**src/rtl/dmem_pkg.sv**
```systemverilog
// Shared types and constants for the data-memory arbiter.
package dmem_pkg;

  localparam int unsigned DMEM_ADDR_W = 32;
  localparam int unsigned DMEM_DATA_W = 32;

  // Read-size encodings
  localparam logic [1:0] RD_NONE = 2'b00;
  localparam logic [1:0] RD_BYTE = 2'b01;
  localparam logic [1:0] RD_HALF = 2'b10;
  localparam logic [1:0] RD_WORD = 2'b11;

  // Owner tags
  localparam logic PORT_CORE = 1'b0;
  localparam logic PORT_HOST = 1'b1;

  typedef struct packed {
    logic [DMEM_ADDR_W-1:0]   addr;
    logic [DMEM_DATA_W/8-1:0] wr_en;
    logic [1:0]               rd_en;
    logic [DMEM_DATA_W-1:0]   wr_data;
  } dmem_req_t;

endpackage

```
**src/rtl/rr_arbiter2.sv**
```systemverilog
// Two-input round-robin arbiter with last-grant pointer.
// DMEM_ARB_LOCK_EN adds lock_i, giving input 1 exclusive grant while the lock is held.
module rr_arbiter2
  import dmem_pkg::*;
(
  input  logic       clock,
  input  logic       reset,
  input  logic [1:0] req_i,
`ifdef DMEM_ARB_LOCK_EN
  input  logic       lock_i,
`endif
  output logic [1:0] gnt_o
);

  logic last_q, last_d;
  logic held;

`ifdef DMEM_ARB_LOCK_EN
  logic lock_q, lock_d;
  // Lock is held only once port 1 has been accepted with lock_i high.
  assign held = lock_i & lock_q;
`else
  assign held = 1'b0;
`endif

  // Grant selection: lock first, then round-robin on a tie.
  always_comb begin
    gnt_o = 2'b00;
    if (!reset) begin
      if (held) begin
        gnt_o = {req_i[1], 1'b0};
      end else if (req_i == 2'b11) begin
        gnt_o = (last_q == PORT_HOST) ? 2'b01 : 2'b10;
      end else begin
        gnt_o = req_i;
      end
    end
  end

  // Pointer and lock next state; a grant always implies an accept.
  always_comb begin
    last_d = last_q;
    if (gnt_o[0]) begin
      last_d = PORT_CORE;
    end else if (gnt_o[1]) begin
      last_d = PORT_HOST;
    end
`ifdef DMEM_ARB_LOCK_EN
    lock_d = lock_q;
    if (!lock_i) begin
      lock_d = 1'b0;
    end else if (gnt_o[1]) begin
      lock_d = 1'b1;
    end
`endif
  end

  // Arbitration state registers.
  always_ff @(posedge clock) begin
    if (reset) begin
      last_q <= PORT_HOST;
`ifdef DMEM_ARB_LOCK_EN
      lock_q <= 1'b0;
`endif
    end else begin
      last_q <= last_d;
`ifdef DMEM_ARB_LOCK_EN
      lock_q <= lock_d;
`endif
    end
  end

endmodule

```
**src/rtl/dmem_arbiter.sv**
```systemverilog
// Two-port round-robin arbiter for the single-ported data memory.
// Stage A drives the memory from registered request copies; stage B returns the response.
// Optional macro DMEM_ARB_LOCK_EN adds p1_lock_i for exclusive host bursts.
module dmem_arbiter
  import dmem_pkg::*;
#(
  parameter int unsigned ADDR_W = DMEM_ADDR_W,
  parameter int unsigned DATA_W = DMEM_DATA_W
) (
  input  logic                clock,
  input  logic                reset,
  input  logic                p0_req_i,
  input  logic [ADDR_W-1:0]   p0_addr_i,
  input  logic [DATA_W/8-1:0] p0_wr_en_i,
  input  logic [1:0]          p0_rd_en_i,
  input  logic [DATA_W-1:0]   p0_wr_data_i,
  output logic                p0_gnt_o,
  output logic                p0_resp_o,
  output logic [DATA_W-1:0]   p0_rd_data_o,
  input  logic                p1_req_i,
  input  logic [ADDR_W-1:0]   p1_addr_i,
  input  logic [DATA_W/8-1:0] p1_wr_en_i,
  input  logic [1:0]          p1_rd_en_i,
  input  logic [DATA_W-1:0]   p1_wr_data_i,
  output logic                p1_gnt_o,
  output logic                p1_resp_o,
  output logic [DATA_W-1:0]   p1_rd_data_o,
`ifdef DMEM_ARB_LOCK_EN
  input  logic                p1_lock_i,
`endif
  output logic [ADDR_W-1:0]   mem_addr_o,
  output logic [DATA_W/8-1:0] mem_wr_en_o,
  output logic [1:0]          mem_rd_en_o,
  output logic [DATA_W-1:0]   mem_wr_data_o,
  input  logic [DATA_W-1:0]   mem_rd_data_i
);

  // The request struct fixes field widths at the package values.
  dmem_req_t p0_req, p1_req, sel_req;
  logic [1:0] gnt;
  logic       accept;

  logic                a_valid_q, a_valid_d, a_owner_q, a_owner_d;
  logic [ADDR_W-1:0]   mem_addr_q, mem_addr_d;
  logic [DATA_W/8-1:0] mem_wr_en_q, mem_wr_en_d;
  logic [1:0]          mem_rd_en_q, mem_rd_en_d;
  logic [DATA_W-1:0]   mem_wr_data_q, mem_wr_data_d;
  logic                b_valid_q, b_owner_q;
  logic [DATA_W-1:0]   p0_rd_data_q, p0_rd_data_d, p1_rd_data_q, p1_rd_data_d;
  logic [DATA_W-1:0]   rd_capture;

  assign p0_req = '{addr: p0_addr_i, wr_en: p0_wr_en_i, rd_en: p0_rd_en_i, wr_data: p0_wr_data_i};
  assign p1_req = '{addr: p1_addr_i, wr_en: p1_wr_en_i, rd_en: p1_rd_en_i, wr_data: p1_wr_data_i};

  rr_arbiter2 u_arb (
    .clock  (clock),
    .reset  (reset),
    .req_i  ({p1_req_i, p0_req_i}),
`ifdef DMEM_ARB_LOCK_EN
    .lock_i (p1_lock_i),
`endif
    .gnt_o  (gnt)
  );

  assign p0_gnt_o = gnt[0];
  assign p1_gnt_o = gnt[1];
  assign accept   = |gnt;
  assign sel_req  = gnt[1] ? p1_req : p0_req;

  // Stage A next state: load accepted request; writes suppress the read.
  always_comb begin
    a_valid_d     = accept;
    a_owner_d     = gnt[1] ? PORT_HOST : PORT_CORE;
    mem_addr_d    = mem_addr_q;
    mem_wr_data_d = mem_wr_data_q;
    mem_wr_en_d   = '0;
    mem_rd_en_d   = RD_NONE;
    if (accept) begin
      mem_addr_d    = sel_req.addr;
      mem_wr_data_d = sel_req.wr_data;
      mem_wr_en_d   = sel_req.wr_en;
      mem_rd_en_d   = (|sel_req.wr_en) ? RD_NONE : sel_req.rd_en;
    end
  end

  // Stage B next state: capture read data for the owning port only.
  always_comb begin
    rd_capture   = (mem_rd_en_q != RD_NONE) ? mem_rd_data_i : '0;
    p0_rd_data_d = p0_rd_data_q;
    p1_rd_data_d = p1_rd_data_q;
    if (a_valid_q && (a_owner_q == PORT_CORE)) p0_rd_data_d = rd_capture;
    if (a_valid_q && (a_owner_q == PORT_HOST)) p1_rd_data_d = rd_capture;
  end

  // Pipeline registers; reset drops anything in flight.
  always_ff @(posedge clock) begin
    if (reset) begin
      a_valid_q     <= 1'b0;
      a_owner_q     <= PORT_CORE;
      mem_addr_q    <= '0;
      mem_wr_en_q   <= '0;
      mem_rd_en_q   <= RD_NONE;
      mem_wr_data_q <= '0;
      b_valid_q     <= 1'b0;
      b_owner_q     <= PORT_CORE;
      p0_rd_data_q  <= '0;
      p1_rd_data_q  <= '0;
    end else begin
      a_valid_q     <= a_valid_d;
      a_owner_q     <= a_owner_d;
      mem_addr_q    <= mem_addr_d;
      mem_wr_en_q   <= mem_wr_en_d;
      mem_rd_en_q   <= mem_rd_en_d;
      mem_wr_data_q <= mem_wr_data_d;
      b_valid_q     <= a_valid_q;
      b_owner_q     <= a_owner_q;
      p0_rd_data_q  <= p0_rd_data_d;
      p1_rd_data_q  <= p1_rd_data_d;
    end
  end

  assign mem_addr_o    = mem_addr_q;
  assign mem_wr_en_o   = mem_wr_en_q;
  assign mem_rd_en_o   = mem_rd_en_q;
  assign mem_wr_data_o = mem_wr_data_q;
  assign p0_resp_o     = b_valid_q && (b_owner_q == PORT_CORE);
  assign p1_resp_o     = b_valid_q && (b_owner_q == PORT_HOST);
  assign p0_rd_data_o  = p0_rd_data_q;
  assign p1_rd_data_o  = p1_rd_data_q;

endmodule

```
**config.mk**
```make
export PLATFORM = sky130hd
export DESIGN_NAME = dmem_arbiter
export DESIGN_NICKNAME = d
export VERILOG_FILES = /design/src/rtl/dmem_pkg.sv /design/src/rtl/rr_arbiter2.sv /design/src/rtl/dmem_arbiter.sv
export SDC_FILE = /design/constraint.sdc
export NUM_CORES = 1
export LEC_CHECK = 0
export BUFFER_PORTS_ARGS = -buffer_cell sky130_fd_sc_hd__buf_2
export CORE_ASPECT_RATIO = 0.8
export CORE_MARGIN = 4
export CORE_UTILIZATION = 43
export DETAILED_ROUTE_END_ITERATION = 16
export GPL_TIMING_DRIVEN = 0
export PLACE_DENSITY = 0.79
export SLEW_MARGIN = 25
export SYNTH_ARGS = -nofsm -noshare
export SYNTH_HDL_FRONTEND = slang
export SYNTH_SLANG_ARGS = --single-unit
```
**constraint.sdc**
```tcl
create_clock -name clock -period 1.71 [get_ports clock]
set_clock_uncertainty 0.1 [all_clocks]
set_input_delay 0.171 -clock clock [delete_from_list [all_inputs] [get_ports clock]]
set_output_delay 0.171 -clock clock [all_outputs]
set_load 0.01 [all_outputs]
```
Yosys cells after proc, flatten, opt, wreduce, memory -nomap -nowiden. Index checks and enable logic that the tools add are counted.

Eq/ne operators: 1. Muxes and demuxes: 8. Reduce and logical (&&, ||, !) cells: 9. Bitwise gates (word level): 3.

Operator list (count): 2-to-1 mux 70 bit (1); 2-to-1 mux 32 bit (1); 2-to-1 mux 2 bit (3); OR reduction 6 bit (1); logical AND 1 bit (4); nonzero test 2 bit (2); OR reduction 2 bit (2); 2-to-1 mux 1 bit (3); inverter 1 bit (3); equality test 2 bit (second input constant) (1).

Flip-flop bits (word level): 139.

Logic depth before layout (Yosys ltp). Gate-level depths: netlist (run 1).

Depth after elaboration: 6. Depth in mapped cells: 6. Mapped depth without buffers: 3.

Modules after synthesis. Synthesis (run 1) repeated with hierarchy kept, for this count alone.

Cells, all modules: 612. Area total of the unflattened synthesis: 6025.8 um^2.

Modules (own cells, without submodules): dmem_arbiter (cells each 605, times used 1, area an instance 5968.2 um^2); rr_arbiter2 (cells each 7, times used 1, area an instance 57.6 um^2).

Worst setup path before layout (run 1). OpenSTA, ideal clock, no wires.

Kind: reg2reg. Start: reg u_arb.last_q. End: reg mem_addr_q[13] (netlist: mem_addr_o[13]). Library setup time: 122 ps. Data required time: 1488 ps. Buffers on the path: 3. Clock period less this slack: 1453 ps. Cell stages (with the launch flop): 7. Slack: 257 ps. Arrival: 1232 ps. Path through: dfxtp_1 -> a21bo_1 -> buf_4 -> nor2_1 -> buf_6 -> buf_6 -> a221o_1.

Cells in the longest elaborated chain, start to end: 4.

Ends and longest elaborated chain: start: declaration (line rr_arbiter2.sv:15) `logic last_q, last_d;`; start signal: assignment (line rr_arbiter2.sv:66) `last_q <= last_d;`; 2-to-1 mux 2 bit (*) (line rr_arbiter2.sv:33) `gnt_o = (last_q == PORT_HOST) ? 2'b01 : 2'b10;`; 2-to-1 mux 2 bit (*) (line rr_arbiter2.sv:32) `end else if (req_i == 2'b11) begin`; 2-to-1 mux 2 bit (*) (line rr_arbiter2.sv:29) `if (!reset) begin`; 2-to-1 mux 70 bit / OR reduction 2 bit (equally long branches) (line dmem_arbiter.sv:68, dmem_arbiter.sv:67); end signal: assignment (line dmem_arbiter.sv:111) `mem_addr_q <= mem_addr_d;`; end: declaration (line dmem_arbiter.sv:44) `logic [ADDR_W-1:0] mem_addr_q, mem_addr_d;`.

Mark *: on every way between the ends. The rest lies on a longest branch, timed or not. A chain may end at the register's enable or synchronous reset.

Worst setup path after layout (run 1).
Start: reg u_arb.last_q. End: out p1_gnt_o.

Cells in the longest elaborated chain, start to end: 3.

Ends and longest elaborated chain: 2-to-1 mux 2 bit (line rr_arbiter2.sv:33); 2-to-1 mux 2 bit (line rr_arbiter2.sv:32); 2-to-1 mux 2 bit (line rr_arbiter2.sv:29); end: declaration (line dmem_arbiter.sv:25) `output logic p1_gnt_o,`.

No other way between the ends.

==> impl_results.md, run 1 <==
- Vias in the first global route: between 7,000 and 8,000
- Pleak: 4.35 nW
- R2R cell count: 5
- Placed Area: ~7000 µm²
- Die H: about 110 µm
- Data arrival time of the worst path: ~1.4 ns
- Cell Area, Synth: between 5000 and 6000 µm²
- RSZ-0062 raised after global routing: false
- CP max FO: 5
- Clock latency at the later pin of the worst-skew pair: 0.40 ns
- Post-detail-place hpwl: 14,100 µm
- GR Overflow Total: 0
- Register bit count reported by yosys: 139
- Initial DRC Count: slightly above 500
- Final Hold Slack: ~0.14 ns
- Internal power: ~6.5 mW
- WL per Instance: approximately 20 µm
- Worst-Margin Slew: approximately 0.77 ns
- Flop pwr share: approximately 41%
- Hold path start: p0_req_i
- CP Data Required Time: 1.44 ns
- Worst r2r src: a_owner_q
- First-pass GRT wire length: about 38,000 µm
- Setup TNS: 0 ns
- Synth warn: 0
- Clock sinks: around 140
- CP Class: reg -> out
- Die W: 132 µm
- RR Endpoint: p0_rd_data_o[20]
- Syn_area_per_cell: between 9 and 10 µm²
- Die ar.: roughly 14,000 µm²
- Max-slew violation count: 0
- Combinational power share: between 10% and 20%
- Distinct cells, synth: 25
- Period utilization: a little over nine tenths
- Clock transition at path regs: ~0.060 ns
- Largest net degree at the start of global routing: 17
- P per Cell Area: about 900 nW/µm²
- VDD IR max: around 800 µV
- Area grow syn2layout: 79.2%
- DP Cell Count: between 1,000 and 1,500
- Via/cell ratio: between 5 and 6
- Switching part of the total: between 20% and 30%
- Vias post-DR: 6,925
- Core ar.: approximately 12,000 µm²
- CTS tree: built
- Maxcap violations: 0
- Filler Cells Inserted: 697
- Clock buffer depth: 2
- # IOs: 314
- Routability-driven placement congestion ratio: 0.837
- Final Hold Fails: 0
- Status: completed
- Clock power frac: 44.6%
- Root buf cell: clkbuf_16
- Fin crit period: 1.64 ns
- CP endpoint kind: output port
- Switching power: 2.09 mW
- Initial antenna violation count: 2
- Post-route insts no fill: around 1,200
- Pre-Repair DR Iteration Count: 5
- Row cnt: 35
- Synth Instances: 557
- Inserted Clock Buffers: 17
- Total wire length: approximately 25,000 µm
- PortBufs: roughly 310
- H-Tree Depth: 4
- Worst Hold Path Cells: 3
- CP startpoint kind: flop
- Final setup viols: 0
- DRC Markers: 0
- Fin nets: approximately 1,200
- Share of layout cells above drive strength 1: 34.8%
- Post-route cell area: 9420 µm²
- Worst reg2reg setup slack: about 0.09 ns
- Hold endpoint: a_valid_q
- Relative slew margins: around 50%
- Syn_nets: between 700 and 800
- GRT Total Usage: about 34%
- Starting density of the core: 44.8%
- Highest clock rate: slightly above 600 MHz
- Util after Layout: 80.3%
- Hold Path Class: in -> reg
- Register area share after synthesis: between 50% and 60%
- Antenna-violating nets left: 0
## routing by layer
| metal | up-vias | GRT usage, % | wire length [µm] |
|---|---|---|---|
| li1 | 3053 | - | - |
| met3 | 139 | 10.4 | 2640 |
| met2 | 545 | 61.4 | 12200 |
| met5 | - | 0 | 0 |
| met4 | 0 | 19.0 | 1460 |
| met1 | 3188 | 36.8 | 8700 |
## Yosys cell counts
| cell type | instances | share of area, % |
|---|---|---|
| buf_1 | 11 | 0.78 |
| nand2b_1 | 1 | 0.12 |
| o211ai_1 | 2 | 0.29 |
| buf_6 | 6 | 1.3 |
| a211oi_1 | 2 | 0.29 |
| buf_4 | 1 | 0.14 |
| nor2b_1 | 5 | 0.59 |
| a21oi_1 | 68 | 6.5 |
| inv_1 | 3 | 0.21 |
| nand2_1 | 67 | 4.8 |
| dfxtp_1 | 139 | 53 |
| nand3_1 | 36 | 3.4 |
| o32a_1 | 1 | 0.19 |
| nor2_1 | 2 | 0.14 |
| nand4_1 | 34 | 4.0 |
| or2_2 | 1 | 0.12 |
| nor3_1 | 3 | 0.29 |
| a21bo_1 | 1 | 0.19 |
| clkbuf_1 | 25 | 1.8 |
| o21ai_0 | 6 | 0.57 |
| buf_2 | 12 | 1.1 |
| a221o_1 | 64 | 12 |
| a21boi_0 | 1 | 0.14 |
| and2_1 | 65 | 7.7 |
| nor3_2 | 1 | 0.19 |
## critical path, stage by stage (launching register included)
cell and delay, ns:
dfxtp_4 0.36, a21bo_1 0.18, buf_6 0.13, nor2_4 0.16, buf_6 0.13
## logic make-up (layout without fill, tap and decap cells)
kind of cell    after synthesis  count (layout)  synth area share, %
flops                       139             139                 52.9
compound gates              145             145                 20.3
other cells                   0               3                    0
buf+inv                      58             577                 5.35
simple gates                215             215                 21.4
## worst max-delay path by stage
stage	endpoint	cells after the start	slack, ns	start
final	p1_gnt_o	4	0.07	u_arb.last_q
after global routing	p1_gnt_o	4	0.001	u_arb.last_q
after CTS	p1_rd_data_o[19]	5	0.003	mem_rd_en_o[0]
after detailed placement	mem_addr_o[12]	5	-0.05	reset
after global placement	mem_wr_data_o[3]	5	-0.007	p1_req_i
after floorplan	mem_addr_o[13]	6	0.26	u_arb.last_q
## cell usage in the layout, fill, tap and decap left out, types with 2 or more instances in the layout
cell           instances
a211oi_1               2
a21oi_1               68
a221o_1               64
and2_1                65
buf_1                  9
buf_2                322
buf_4                  4
buf_6                  8
bufinv_16              3
clkbuf_1              22
clkbuf_16             17
clkbuf_2               5
clkbuf_8               3
clkinvlp_4             2
dfxtp_1              138
diode_2                3
dlygate4sd3_1        174
inv_1                  3
inv_6                  2
nand2_1               67
nand3_1               36
nand4_1               34
nor2b_1                5
nor3_1                 2
nor3_2                 2
o211ai_1               2
o21ai_0                6
## per-stage QoR
step / power (mW) / setup WS (ns)
6_report: 8.56 / 0.0730
2_1_floorplan: 3.90 / 0.257
3_3_place_gp: 4.35 / -0.00685
3_5_place_dp: 4.35 / -0.0504
5_1_grt: 8.78 / 0.00131
4_1_cts: 8.44 / 0.00324
## layout make-up
class / count / area [µm²] / share of cell area, %
Tap cell: 148 / 185 / 1.96
Sequential cell: 139 / 2790 / 29.6
Antenna cell: 3 / 7.51 / 0.0797
Buffer: 53 / 275 / 2.92
Clock inverter: 9 / 136 / 1.45
Timing Repair Buffer: 490 / 3340 / 35.4
Clock buffer: 22 / 474 / 5.03
Inverter: 3 / 11.3 / 0.119
Multi-Input combinational cell: 360 / 2210 / 23.4
## state kept, by name, summed over array words and instances, names as in the netlist
name           count
b_valid_q          1
p0_rd_data_o      32
u_arb.last_q       1
mem_rd_en_o        2
b_owner_q          1
mem_wr_en_o        4
mem_addr_o        32
a_valid_q          1
mem_wr_data_o     32
a_owner_q          1
p1_rd_data_o      32
## power by group through the flow
stage          Combinational, mW  Sequential, mW  Clock [mW]
6_report                    1.27            3.47        3.82
4_1_cts                     1.18            3.44        3.82
3_3_place_gp               0.837            3.51           0
3_5_place_dp               0.849            3.51           0
5_1_grt                     1.34            3.48        3.96
2_1_floorplan              0.325            3.57           0
## timing repair
item | CTS | global route
hold endpoints to repair | 135 | 0
pin swaps | 0 | 1
setup buffers | 2 | 2
hold buffers | 174 | 0
gates resized for setup | 7 | 11
endpoints found under the setup margin | 2 | 90
(Power assumes the default switching activity.)
==> run 2, diff against run 1 <==
--- a/config.mk
+++ b/config.mk
@@ -6,12 +6,14 @@
 export NUM_CORES = 1
 export LEC_CHECK = 0
 export BUFFER_PORTS_ARGS = -buffer_cell sky130_fd_sc_hd__buf_2
+export CELL_PAD_IN_SITES_DETAIL_PLACEMENT = 1
+export CELL_PAD_IN_SITES_GLOBAL_PLACEMENT = 1
 export CORE_ASPECT_RATIO = 0.8
-export CORE_MARGIN = 4
-export CORE_UTILIZATION = 43
+export CORE_MARGIN = 2
+export CORE_UTILIZATION = 30
 export DETAILED_ROUTE_END_ITERATION = 16
 export GPL_TIMING_DRIVEN = 0
-export PLACE_DENSITY = 0.79
+export PLACE_DENSITY_LB_ADDON = 0.1
 export SLEW_MARGIN = 25
 export SYNTH_ARGS = -nofsm -noshare
 export SYNTH_HDL_FRONTEND = slang
==> run 2 against run 1 <==
  * Power increased by 0.94%
  * Combinational power about the same
  * Worst setup slack worse by 0.00059 ns
  * Worst hold slack worse by 0.12 ns
  * Core utilization down 25 points
  * Critical path depth unchanged
  * Sequential power barely moved
  * Largest power group unchanged
  * Critical path type unchanged
  * Count of clock-buffer cells in the layout is 3 lower
  * Highest routed layer is now met5
==> impl_results.md, run 2 (synthesized netlist as in run 1, its figures left out) <==
- Status: completed
- Routability-driven placement congestion ratio: 0.813 (-2.9%)
- Share of layout cells above drive strength 1: 35.2% (+0.43 points)
- Hold path start: p0_req_i
- Antenna-violating nets left: 0 (unchanged)
- Max-slew violation count: 0 (unchanged)
- Post-detail-place hpwl: 15,700 µm (+11%)
- Clock sinks: 139 (unchanged)
- CTS tree: built
- Total wire length: 26,100 µm (+4.4%)
- CP max FO: 5 (unchanged)
- GRT Total Usage: 27.2% (-7.2 points)
- Pleak: 4.35 nW (about the same)
- Most frequent cells in the layout: 320 x buf_2, 173 x dlygate4sd3_1, 138 x dfxtp_1, 68 x a21oi_1, 67 x nand2_1
- GR Overflow Total: 0 (unchanged)
- Setup TNS: 0 ns (unchanged)
- Hold endpoint: u_arb.last_q
- Final setup viols: 0 (unchanged)
- Die W: 152 µm (+15%)
- Die ar.: 18,600 µm² (+32%)
- Worst reg2reg setup slack: 0.08 ns (about the same)
- Data arrival time of the worst path: 1.37 ns (about the same)
- Worst-Margin Slew: 0.782 ns (+0.0149 ns)
- CP startpoint kind: flop
- Highest clock rate: 611 MHz (about the same)
- CP Data Required Time: 1.44 ns (about the same)
- Hold Path Class: in -> reg
- CP endpoint kind: output port
- H-Tree Depth: 4 (unchanged)
- R2R cell count: 5 (unchanged)
- RR Endpoint: mem_wr_data_o[19]
- Worst r2r src: u_arb.last_q
- Pre-Repair DR Iteration Count: 4 (-1)
- # IOs: 314 (unchanged)
- Fin crit period: 1.64 ns (+0.000590 ns)
- Relative slew margins: 47.6% (-1.0 points)
- Fin nets: 1,240 (unchanged)
- Core ar.: 17,300 µm² (+47%)
- Area grow syn2layout: 81.3%
- DRC Markers: 0 (unchanged)
- Post-route insts no fill: 1,306 (+6.4%)
- Vias in the first global route: 7,174 (+1.1%)
- Final Hold Fails: 0 (unchanged)
- Root buf cell: clkbuf_16
- Die H: 122 µm (+15%)
- Largest net degree at the start of global routing: 17 (unchanged)
- Initial DRC Count: 308 (-40%)
- VDD IR max: 631 µV (-20%)
- Filler Cells Inserted: 2,013 (+190%)
- WL per Instance: 20.0 µm (-1.9%)
- CP Class: reg -> out
- Commonest non-fill, non-tap cell in the layout: buf_2
- Vias post-DR: 6,549 (-5.4%)
- Initial antenna violation count: 3 (+1)
- Period utilization: 95.8% (about the same)
- Via/cell ratio: 5.01 (-11%)
- Row cnt: 43 (+23%)
- Maxcap violations: 0 (unchanged)
- RSZ-0062 raised after global routing: false
- Clock transition at path regs: 0.06 ns (about the same)
- Worst Hold Path Cells: 4 (+1)
- PortBufs: 312 (unchanged)
- Clock latency at the later pin of the worst-skew pair: 0.41 ns (about the same)
- Clock buffer depth: 2 (unchanged)
- DP Cell Count: 1,094 (+7.6%)
- Starting density of the core: 30.5% (-14 points)
- P per Cell Area: 906 nW/µm² (-0.26%)
- Inserted Clock Buffers: 17 (unchanged)
- First-pass GRT wire length: 39,400 µm (+2.9%)
==> run 2: changes by cell type in the layout (fill, tap and decap cells not counted), sizes merged <==
cell,change
clkinv,+4
clkbuf,-2
clkinvlp,+1
diode,+1
dlygate4sd3,-1
inv,-1
==> run 2: worst max-delay path by stage <==
stage	startpoint	depth (start not counted)	end	slack, ns
after detailed placement	reset	5	mem_addr_o[2]	-0.20
after CTS	u_arb.last_q	6	mem_wr_data_o[2]	0.01
after global placement	reset	5	mem_addr_o[20]	-0.17
after global routing	u_arb.last_q	4	p0_gnt_o	0.0003
after floorplan	u_arb.last_q	6	mem_addr_o[13]	0.26
final	u_arb.last_q	4	p0_gnt_o	0.07
==> run 2: timing repair <==
action                                 4_1_cts  5_1_grt
resized for setup                            9       15
pin swaps                                    1        2
gates cloned                                 0        0
buffers inserted                             3        2
hold buffers                               173        0
setup endpoints to repair                   52       80
endpoints found under the hold margin      135        0
==> run 2: power breakdown <==
part	leakage [nW]	switching, mW	internal [mW]
Clock	0.291	1.55	2.35
Combinational	2.92	0.604	0.675
Sequential	1.14	0.0827	3.38
Total	4.35	2.24	6.40
==> run 2: critical path, cell delays in order, from the launching register on <==
cell	delay [ns]
dfxtp_4	0.37
nor2b_2	0.05
nor3_2	0.25
buf_4	0.18
buf_6	0.10
==> run 2: area by class of cell <==
class,instances,area [µm²],area share [%]
tap,225,282,2.95
clock inverter,13,169,1.77
multi-input combinational,360,2220,23.2
timing repair buffer,490,3340,35.0
clock buffer,19,443,4.64
buffer,53,283,2.96
sequential,139,2790,29.2
inverter,3,11.3,0.118
antenna,4,10.0,0.105
==> run 2: routing by layer <==
metal,part of all wire [%],track usage (%),routed length [µm],vias to the layer above
li1,-,-,-,3046
met1,39,29.5,10200,3148
met3,6.2,7.98,1620,68
met4,3.6,12.7,933,2
met5,0.11,1.06,30,-
met2,51,49.4,13400,285
==> run 2: per-stage QoR <==
step	power, mW	worst slack [ns]	util, %	instance area, µm²	hold WS (ns)
detailed placement	4.38	-0.195	41.1	7100	0.298
CTS	8.57	0.0145	54.9	9480	0.00101
global placement	4.36	-0.166	41.1	7100	0.294
global route	8.94	0.000345	55.2	9540	0.0274
floorplan	3.90	0.257	-	5260	0.204
finish	8.64	0.0724	55.2	9540	0.0235
==> run 3, diff against run 2 <==
--- a/config.mk
+++ b/config.mk
@@ -5,6 +5,7 @@
 export SDC_FILE = /design/constraint.sdc
 export NUM_CORES = 1
 export LEC_CHECK = 0
+export ABC_AREA = 1
 export BUFFER_PORTS_ARGS = -buffer_cell sky130_fd_sc_hd__buf_2
 export CELL_PAD_IN_SITES_DETAIL_PLACEMENT = 1
 export CELL_PAD_IN_SITES_GLOBAL_PLACEMENT = 1
==> run 3 against run 2 <==
  * Worst setup slack better by 0.018 ns
  * Global-route usage is 0.67 points lower
  * Area after synthesis is 6.4% higher
  * Fmax is 1.1% higher
  * Flip-flop and latch count stayed put
  * Synthesized cell count is 41% higher
  * Worst hold slack better by 0.039 ns
  * Critical endpoint is now p1_gnt_o
  * Final area is 3.9% higher
  * Clock power hardly changed
  * Cell count is 20% higher
  * Largest cell class unchanged
  * Largest power group unchanged
  * First-iteration DRC count is 20% lower
==> impl_results.md, run 3 <==
- Status: completed
- Inserted Clock Buffers: 17 (unchanged)
- Filler Cells Inserted: 2,394 (+19%)
- Synth warn: 0 (unchanged)
- GRT Total Usage: 26.6% (-0.67 points)
- Die W: 157 µm (+3.1%)
- Worst path max stage delay: 0.33 ns (-0.04 ns)
- Most frequent cells after synthesis: 307 x nand2_1, 139 x dfxtp_1, 72 x inv_1
- Post-synth top area share: 49.7% (-3.2 points)
- Placed Area: 7480 µm² (+5.3%)
- Pre-Repair DR Iteration Count: 4 (unchanged)
- Number of synthesized flops with an enable pin: 0 (unchanged)
- Syn_area_per_cell: 7.10 µm² (-25%)
- Util after Layout: 54.4% (-0.85 points)
- Antenna-violating nets left: 0 (unchanged)
- Pleak: 5.30 nW (+22%)
- Area contributors post-synth: dfxtp_1 50%, nand2_1 21%, a21oi_1 6.1%, nand3_1 5.9%, o21ai_0 5.7%
- Data arrival time of the worst path: 1.35 ns (-0.02 ns)
- Core ar.: 18,200 µm² (+5.5%)
- Clock latency at the later pin of the worst-skew pair: 0.42 ns (about the same)
- CP Class: reg -> out
- Cell Area, Synth: 5600 µm² (+6.4%)
- CP startpoint kind: flop
- P per Cell Area: 909 nW/µm² (+0.32%)
- Post-route cell area: 9910 µm² (+3.9%)
- Initial antenna violation count: 2 (-1)
- Root buf cell: clkbuf_16
- Via/cell ratio: 4.63 (-7.6%)
- Total wire length: 26,400 µm (+1.2%)
- Most frequent cells in the layout: 322 x buf_2, 306 x nand2_1, 175 x dlygate4sd3_1, 139 x dfxtp_1, 72 x inv_1
- Fin crit period: 1.62 ns (-0.0178 ns)
- CP Data Required Time: 1.44 ns (about the same)
- Starting density of the core: 30.7% (+0.26 points)
- CTS tree: built
- Hold Path Class: in -> reg
- Die H: 126 µm (+3.0%)
- Clock sinks: 139 (unchanged)
- CP top delay family: buffers and inverters
- DRC Markers: 0 (unchanged)
- Worst Setup SP: u_arb.last_q
- Post-detail-place hpwl: 16,400 µm (+4.3%)
- DP Cell Count: 1,354 (+24%)
- Synth Flop Type: dfxtp_1
- Area grow syn2layout: 77.1%
- Maxcap violations: 0 (unchanged)
- H-Tree Depth: 4 (unchanged)
- First-pass GRT wire length: 41,100 µm (+4.4%)
- Highest clock rate: 617 MHz (+1.1%)
- Vias post-DR: 7,258 (+11%)
- Hold path start: p0_req_i
- Most common cell in the netlist: nand2_1
- WL per Instance: 16.9 µm (-16%)
- Commonest non-fill, non-tap cell in the layout: buf_2
- Max-slew violation count: 0 (unchanged)
- Post-route insts no fill: 1,567 (+20%)
- Largest net degree at the start of global routing: 17 (unchanged)
- Die ar.: 19,800 µm² (+6.2%)
- CP endpoint kind: output port
- Relative slew margins: 64.2% (+17 points)
- PortBufs: 313 (+0.32%)
- Post-synth top area cell: dfxtp_1
- Distinct cells, synth: 22 (-12%)
- Final setup viols: 0 (unchanged)
- Async set or reset register ratio after synthesis: 0% (unchanged)
- Slowest CP cell: dfxtp_1
- Initial DRC Count: 247 (-20%)
- Register bit count reported by yosys: 139 (unchanged)
- Clock transition at path regs: 0.06 ns (about the same)
- Register area share after synthesis: 49.7% (-3.2 points)
- CP max FO: 6 (+1)
- Fin nets: 1,474 (+19%)
- Final Hold Slack: 0.0625 ns (+0.0390 ns)
- Worst r2r src: u_arb.last_q
- Worst-Margin Slew: 0.537 ns (-0.245 ns)
- GR Overflow Total: 0 (unchanged)
- Period utilization: 94.7% (-1.0 points)
- Vias in the first global route: 7,988 (+11%)
- Final Hold Fails: 0 (unchanged)
- Syn_nets: 964 (+32%)
- # IOs: 314 (unchanged)
- VDD IR max: 559 µV (-11%)
- CP Cell Sequence: nand2_2 > inv_1 > nor2_4 > buf_6 > buf_2
- Clock buffer depth: 2 (unchanged)
- Synth Instances: 788 (+41%)
- Routability-driven placement congestion ratio: 0.775 (-4.7%)
- Share of layout cells above drive strength 1: 29.4% (-5.7 points)
- Row cnt: 44 (+2.3%)
- Crit path buf inv count: 3 (+1)
## run 3: worst paths after layout
check	end	slack, ns	cells past startpoint
setup / recovery	p1_gnt_o	0.09	5
hold / removal	a_owner_q	0.06	4
setup reg to reg	mem_wr_en_o[2]	0.13	5
hold reg to reg	b_owner_q	0.36	2
## run 3: report_power, final
| part | internal (mW) | leakage, nW | switching [mW] |
|---|---|---|---|
| logic | 0.768 | 3.86 | 0.826 |
| registers | 3.44 | 1.14 | 0.0989 |
| clock network | 2.26 | 0.301 | 1.62 |
| total | 6.47 | 5.30 | 2.54 |
## run 3: through the flow
| step | worst slack [ns] | TNS, ns | power, mW |
|---|---|---|---|
| floorplan | 0.411 | 0 | 4.20 |
| global placement | 0.0922 | 0 | 4.80 |
| detailed placement | 0.0409 | 0 | 4.81 |
| CTS | 0.0134 | 0 | 9.02 |
| global route | -0.0140 | -0.0196 | 9.40 |
| finish | 0.0902 | 0 | 9.01 |
## run 3: area by class of cell
cell class | instances | area (µm²) | share of cell area [%]
antenna | 3 | 7.51 | 0.0758
tap | 253 | 317 | 3.19
inverter | 75 | 282 | 2.84
buffer | 51 | 304 | 3.07
timing repair buffer | 491 | 3340 | 33.8
multi-input combinational | 523 | 2260 | 22.8
clock inverter | 14 | 176 | 1.78
sequential | 139 | 2780 | 28.1
clock buffer | 18 | 439 | 4.43
## run 3: cells by family (layout without fill, tap and decap cells)
logic type             Yosys count  after routing  synth area share (%)
AO/OA/AOI/OAI                  134            134                  12.1
other                            0              3                     0
AND/OR/NAND/NOR                389            389                  28.1
flip-flops                     139            139                  49.7
buffers and inverters          126            649                  10.1
## run 3: layer usage
layer | GRT usage [%] | vias to the layer above | share of wire, % | wire length (µm)
met5 | 0 | - | 0 | 0
met4 | 13.0 | 0 | 4.4 | 1180
met3 | 7.95 | 91 | 6.2 | 1650
met2 | 46.8 | 259 | 49 | 13000
met1 | 29.0 | 3405 | 40 | 10600
li1 | - | 3503 | - | -
## run 3: timing repair
action | in CTS | in global routing
hold buffers | 175 | 0
endpoints found under the setup margin | 1 | 26
setup buffers | 1 | 2
pin swaps | 1 | 0
hold endpoints to repair | 138 | 0
gates resized for setup | 1 | 15
## run 3: tightest hold or removal path: cells and delay by family
family,cells,cell delay (ns)
buf+inv,2,0.22
simple gates,2,0.14
